**src/rtl/line_bus_adapter.sv**
```systemverilog
// Cache-line to 32-bit word-bus adapter: splits a 128-bit line transfer into four word beats.
// Optional per-beat acknowledge timeout with a sticky bus_err output when LINE_BUS_TIMEOUT_EN is defined.
module line_bus_adapter #(
  parameter int unsigned TIMEOUT_CYCLES = 255
) (
  input  logic         clk,
  input  logic         proc_reset,
  input  logic         mem_read,
  input  logic         mem_write,
  input  logic [27:0]  mem_addr,
  input  logic [127:0] mem_wdata,
  output logic [127:0] mem_rdata,
  output logic         mem_ready,
  output logic         bus_req,
  output logic         bus_we,
  output logic [29:0]  bus_addr,
  output logic [31:0]  bus_wdata,
  input  logic [31:0]  bus_rdata,
  input  logic         bus_ack
`ifdef LINE_BUS_TIMEOUT_EN
  ,
  output logic         bus_err
`endif
);

  localparam logic [1:0] IDLE = 2'd0;
  localparam logic [1:0] BEAT = 2'd1;
  localparam logic [1:0] RESP = 2'd2;

  logic [1:0]        state_q, state_d;
  logic [1:0]        beat_q, beat_d;
  logic [1:0]        beat_inc;
  logic [27:0]       line_q, line_d;
  logic [3:0][31:0]  wline_q, wline_d;
  logic [3:0][31:0]  rdata_q, rdata_d;
  logic              ready_q, ready_d;
  logic              req_q, req_d;
  logic              we_q, we_d;
  logic [29:0]       addr_q, addr_d;
  logic [31:0]       wdata_q, wdata_d;

  // Effective beat completion and the word to store for it.
  logic              beat_ack;
  logic [31:0]       ack_word;

  assign beat_inc  = beat_q + 2'd1;

  assign mem_rdata = rdata_q;
  assign mem_ready = ready_q;
  assign bus_req   = req_q;
  assign bus_we    = we_q;
  assign bus_addr  = addr_q;
  assign bus_wdata = wdata_q;

`ifdef LINE_BUS_TIMEOUT_EN
  localparam logic [7:0] WaitLast = 8'(TIMEOUT_CYCLES - 1);

  logic [7:0] wait_q, wait_d;
  logic       err_q, err_d;
  logic       timeout;

  // A beat that has waited TIMEOUT_CYCLES cycles is forced to complete with a zero word.
  assign timeout  = (state_q == BEAT) && !bus_ack && (wait_q == WaitLast);
  assign beat_ack = bus_ack || timeout;
  assign ack_word = bus_ack ? bus_rdata : 32'h0;
  assign bus_err  = err_q;

  always_comb begin
    wait_d = 8'd0;
    err_d  = err_q | timeout;
    if (state_q == BEAT && !beat_ack) begin
      wait_d = wait_q + 8'd1;
    end
  end

  always_ff @(posedge clk) begin
    if (proc_reset) begin
      wait_q <= 8'd0;
      err_q  <= 1'b0;
    end else begin
      wait_q <= wait_d;
      err_q  <= err_d;
    end
  end
`else
  assign beat_ack = bus_ack;
  assign ack_word = bus_rdata;
`endif

  always_comb begin
    state_d = state_q;
    beat_d  = beat_q;
    line_d  = line_q;
    wline_d = wline_q;
    rdata_d = rdata_q;
    ready_d = 1'b0;
    req_d   = req_q;
    we_d    = we_q;
    addr_d  = addr_q;
    wdata_d = wdata_q;

    case (state_q)
      IDLE: begin
        if (mem_read || mem_write) begin
          line_d  = mem_addr;
          wline_d = mem_wdata;
          we_d    = mem_write;
          beat_d  = 2'd0;
          req_d   = 1'b1;
          addr_d  = {mem_addr, 2'b00};
          wdata_d = mem_wdata[31:0];
          state_d = BEAT;
        end
      end
      BEAT: begin
        if (beat_ack) begin
          if (!we_q) begin
            rdata_d[beat_q] = ack_word;
          end
          if (beat_q == 2'd3) begin
            req_d   = 1'b0;
            we_d    = 1'b0;
            ready_d = 1'b1;
            state_d = RESP;
          end else begin
            // Next beat presented immediately so beats run back to back.
            beat_d  = beat_inc;
            addr_d  = {line_q, beat_inc};
            wdata_d = wline_q[beat_inc];
          end
        end
      end
      RESP: begin
        state_d = IDLE;
      end
      default: begin
        req_d   = 1'b0;
        we_d    = 1'b0;
        state_d = IDLE;
      end
    endcase
  end

  always_ff @(posedge clk) begin
    if (proc_reset) begin
      state_q <= IDLE;
      beat_q  <= 2'd0;
      line_q  <= 28'd0;
      wline_q <= '0;
      rdata_q <= '0;
      ready_q <= 1'b0;
      req_q   <= 1'b0;
      we_q    <= 1'b0;
      addr_q  <= 30'd0;
      wdata_q <= 32'd0;
    end else begin
      state_q <= state_d;
      beat_q  <= beat_d;
      line_q  <= line_d;
      wline_q <= wline_d;
      rdata_q <= rdata_d;
      ready_q <= ready_d;
      req_q   <= req_d;
      we_q    <= we_d;
      addr_q  <= addr_d;
      wdata_q <= wdata_d;
    end
  end

endmodule

```
**config.mk**
```make
export PLATFORM = sky130hd
export DESIGN_NAME = line_bus_adapter
export DESIGN_NICKNAME = d
export VERILOG_FILES = /design/src/rtl/line_bus_adapter.sv
export SDC_FILE = /design/constraint.sdc
export NUM_CORES = 1
export LEC_CHECK = 0
export ABC_AREA = 1
export ABC_CLOCK_PERIOD_IN_PS = 2800
export CAP_MARGIN = 0
export CORE_ASPECT_RATIO = 1.5
export CORE_MARGIN = 8
export CORE_UTILIZATION = 47
export CTS_BUF_LIST = sky130_fd_sc_hd__clkbuf_4 sky130_fd_sc_hd__clkbuf_8
export DETAILED_ROUTE_END_ITERATION = 7
export GPL_TIMING_DRIVEN = 0
export MAX_ROUTING_LAYER = met4
export PLACE_DENSITY = 0.85
export SLEW_MARGIN = 30
export SYNTH_ARGS = -nofsm -noshare
export SYNTH_HDL_FRONTEND = slang
export SYNTH_SLANG_ARGS = --single-unit
```
**constraint.sdc**
```tcl
create_clock -name clk -period 2.8 [get_ports clk]
set_clock_uncertainty 0.05 [all_clocks]
set_input_delay 0.28 -clock clk [delete_from_list [all_inputs] [get_ports clk]]
set_output_delay 0.28 -clock clk [all_outputs]
set_load 0.05 [all_outputs]
```
### Word level (Yosys, flattened, before mapping)

Index checks and enable logic that the tools add are counted.
Widths: inputs -> output; s select.

| word-level totals | value |
|---|---|
| flip-flop bits (word level) | 353 |
| bits in latches | 0 |
| RAM bits | 0 |
| ROM bits | 0 |
| input port bits | 193 |
| memories | 0 |

| operators by class | value |
|---|---|
| add/sub/neg operators | 1 |
| $mul | 0 |
| div/mod/pow operators | 0 |
| order comparisons | 3 |
| equal/unequal tests | 7 |
| shift operators | 0 |
| mux-type cells | 28 |
| bitwise operators | 4 |
| reduce and logical (&&, ||, !) cells | 10 |

Operators by type and width:

| operator | count |
|---|---|
| $mux 32 | 5 |
| $bwmux 128 | 1 |
| $mux 30 | 3 |
| $bmux 32 s2 | 1 |
| $demux 32 s2 | 1 |
| $pmux 32 s2 | 1 |
| $pmux 30 s2 | 1 |
| $mux 2 | 6 |
| $ne 2x2->1 const B | 4 |
| $pmux 2 s2 | 2 |
| $reduce_and 4->1 | 2 |
| $lt 2x3->1 const B | 2 |
| $pmux 1 s3 | 2 |
| $reduce_and 3->1 | 2 |
| $mux 1 | 5 |
| $eq 2x2->1 const B | 2 |
| $not 1->1 | 4 |
| $reduce_or 3->1 | 1 |
| $add 2x1->2 const B | 1 |
| $eq 2x1->1 const B | 1 |
| $ge 2x1->1 const B | 1 |
| $logic_not 2->1 | 1 |
| $reduce_and 2->1 | 1 |
| $reduce_bool 2->1 | 1 |
| other kinds (2) | 2 |

### Longest topological paths before layout

| logic depth | value |
|---|---|
| depth after elaboration | 6 |
| mapped depth | 12 |

### Worst setup path before layout

Ideal clock, no wire load.

| timing path | value |
|---|---|
| path kind | reg-to-reg |
| start point | register beat_q[0] |
| end point | register wdata_q[11], in the netlist bus_wdata[11] |
| library setup time | 128 ps |
| data arrival time | 2371 ps |
| data required time | 2622 ps |
| setup slack | 250 ps |
| stages on the path, launching flop included | 13 |
| cell sequence | dfxtp_1 -> inv_1 -> buf_2 -> buf_1 -> ha_1 -> clkbuf_1 -> inv_1 -> buf_1 -> nand3_1 -> nand2_1 -> nand2_1 -> nand2_1 -> a21oi_1 |

| between the ends | value |
|---|---|
| cells in the longest elaborated chain, start to end | 6 |

Ends and longest elaborated chain:

| element | line | source |
|---|---|---|
| from (decl) | 31 | `logic [1:0] beat_q, beat_d;` |
| from (signal assigned) | 158 | `beat_q <= beat_d;` |
| $add 2x1->2 | 46 | `assign beat_inc = beat_q + 2'd1;` |
| $bmux 32 s2 | 129 | `wdata_d = wline_q[beat_inc];` |
| $mux 32 (implied by the code) | 129 |  |
| $mux 32 | 120 | `if (beat_q == 2'd3) begin` |
| $mux 32 | 116 | `if (beat_ack) begin` |
| $pmux 32 s2 | 102 | `case (state_q)` |
| to (signal assigned) | 166 | `wdata_q <= wdata_d;` |
| to (decl) | 40 | `logic [31:0] wdata_q, wdata_d;` |

Parallel ways exist; a longest one is shown, timed or not. The select of a mux whose other input is x is not followed.
A chain may end at the register's enable or synchronous reset.

### Worst setup path after layout

| timing path | value |
|---|---|
| start point | register beat_q[0] |
| end point | register wdata_q[4], in the netlist bus_wdata[4] |

The elaborated chain is that of the path after synthesis.

==> flow_metrics.tcl <==
set metrics [dict create \
    die_y_microns 229 \
    rows 78 \
    io_pins 386 \
    cp-end-kind "flop" \
    worst_path_largest_cell_delay_ps 530 \
    grt_pass1_wl_mm 83.4 \
    cp.required_ps 3230 \
    cts_num_sinks 351 \
    core_area_sq_um 30100 \
    synth_nets 2219 \
    drive_gt1_share_pct 6.92 \
    worstHoldStart "mem_wdata[115]" \
    path_clk_slew_ps 70 \
    worstReg2RegStart "beat_q[0]" \
    netlist_top_cells_area "dfxtp_1 49%, nand2_1 15%, nor2_1 7.6%" \
    relSlewSlack_pct 49.7 \
    seqCellArea_sq_um 7030 \
    holdWs_ps 232 \
    grt_max_degree 21 \
    ff2ff_setup_slack_ps 140 \
    initial_utilization_pct 47.3 \
    r2r-end "bus_wdata[4]" \
    grt.total_usage_pct 30.2 \
    dieArea_sq_um 36200 \
    io_buffers 384 \
    p_leak_nw 7.82 \
    yosys_warnings 0 \
    power_density_nw_per_um2 631 \
    fill_cells 2646 \
    timing.final.ws_setup_ps 141 \
    die_w_microns 158 \
    synth_top_area_share_pct 49.4 \
    path_cells "inv_1, buf_2, ha_1, inv_1, buf_2, nand3_1, nand2_1, nand2_1, nand2_1, a21oi_1" \
    ff2ff_path_depth 10 \
    synth-seq-cells 351 \
    cts_root_buffer "clkbuf_8" \
    drc 0 \
    insertion_delay_ps 620 \
    grt_pass1_vias 15361 \
    synth_cells 2022 \
    min_period_ps 2660 \
    placedInstanceArea_sq_um 18600 \
    crit_type "flop to flop" \
    cts_tree "built" \
    worst-path-max-fanout 20 \
    finalPower_mw 12.4 \
    setup_violations 0 \
    ir_drop_mv 0.378 \
    crit_top_cell "nand2_1" \
    layout.cells.non_filler 2909 \
    antenna_found_initial 10 \
    wirelength_mm 55.1 \
    fin_util_pct 65.5 \
    htreeDepth 2 \
    worst_pin_slew_ps 755 \
    numCtsBuffers 51 \
    start_kind "flop" \
    routedWlPerCell_microns 18.9 \
    fin_crit_sh_pct 95.0 \
    multi_input_area_sq_um 6300 \
    post-dp-hpwl_mm 43.2 \
    cpMaxStageDelayCell "dfxtp_1" \
    finalNetCount 2654 \
    run_status "finished, final reports clean" \
    final_cell_mix "568 x nand2_1, 384 x clkdlybuf4s50_1, 351 x dfxtp_1" \
    netlist-cell-type-count 22 \
    hold_viol 0 \
    ant_nets 0 \
    tns_ps 0 \
    fmax_mhz 376 \
    place.gp.congestion 0.949 \
    clockBufferDepth 3 \
    preCtsSetupSlack_ps -468 \
    crit_arrival_ps 3090 \
    final_common_cell "nand2_1" \
    drv_slew 0 \
    synth-seq-area-share_pct 49.4 \
    dr.pass1.iters 5 \
    rsz0062_at_grt "no" \
    hold_depth 3 \
    synth_top_area_cell "dfxtp_1" \
    min_to "wline_q[115]" \
    synth_area_per_cell_sq_um 7.03 \
    area_growth_pct 38.5 \
    finish.instance_area_sq_um 19700 \
    dp.cells 2806 \
    viasPerCell 5.28 \
    cts_setup_buffers 0 \
    vias 15367 \
    hold_path.class "primary input to flop" \
    drt_iter0_drc 1005 \
    drv_cap 0 \
    overflow 0 \
    syn_area_sq_um 14200 \
]
[Yosys cell counts (all sizes together)]
cell	number
dfxtp	351
clkinv	2
nand3	195
ha	4
nor2	289
o211ai	1
nor3	1
a21oi	206
or2	24
buf	57
inv	55
o21ai	164
nand2	569
nand4	1
nor4	2
clkbuf	101
[layer usage]
metal	vias to the layer above	global-route usage, %	share of wire (%)
met3	167	6.64	7.8
met4	0	15.6	5.1
li1	7392	-	-
met5	-	-	0
met2	717	54.9	52
met1	7091	29.1	35
[cells by family (layout without fill, tap and decap cells)]
family / count (synthesis) / count (layout) / share of synthesized area [%]
AO/OA/AOI/OAI: 371 / 371 / 13.1
AND/OR/NAND/NOR: 1081 / 1081 / 30.9
adder cells (fa/ha/maj): 4 / 4 / 0.352
flip-flops: 351 / 351 / 49.4
buffers and inverters: 215 / 692 / 6.27
other: 0 / 10 / 0
[layout make-up]
cell class	count	area share, %
antenna	10	0.127
timing repair buffer	384	19.5
inverter	57	1.09
sequential	351	35.7
multi-input combinational	1456	32.0
clock buffer	82	5.13
buffer	156	3.44
tap	400	2.54
clock inverter	13	0.495
[registers in the layout, indices dropped and copies added, names as in the netlist]
name,flops
mem_rdata,128
wline_q,128
bus_wdata,32
bus_addr,29
line_q,28
state_q,2
beat_q,1
bus_req,1
bus_we,1
mem_ready,1
[worst max-delay path by stage]
| stage | startpoint | cells past startpoint | end |
|---|---|---|---|
| 6_report | beat_q[0] | 10 | bus_wdata[4] |
| 5_1_grt | beat_q[0] | 10 | bus_wdata[4] |
| 4_1_cts | beat_q[0] | 11 | bus_wdata[4] |
| 3_5_place_dp | beat_q[0] | 12 | bus_wdata[4] |
| 3_3_place_gp | beat_q[0] | 12 | bus_wdata[4] |
| 2_1_floorplan | beat_q[0] | 12 | bus_wdata[11] |
[power by group]
part           switching (mW)  internal (mW)  leakage, nW
sequential              0.209           5.34         2.89
clock                    2.03           2.38        0.590
combinational            1.58          0.877         4.35
[timing repair]
| action | 4_1_cts | 5_1_grt |
|---|---|---|
| endpoints found under the setup margin | 45 | 21 |
| gates resized for setup | 4 | 1 |
| hold buffers | 0 | 0 |
[critical path: cells and delay by family (launching register included)]
| family | cells | cell delay [ps] |
|---|---|---|
| flip-flops | 1 | 530 |
| adder cells (fa/ha/maj) | 1 | 490 |
| AND/OR/NAND/NOR | 4 | 390 |
| AO/OA/AOI/OAI | 1 | 50 |
| buffers and inverters | 4 | 1000 |
Note: power is estimated with default switching activity, not from simulation.
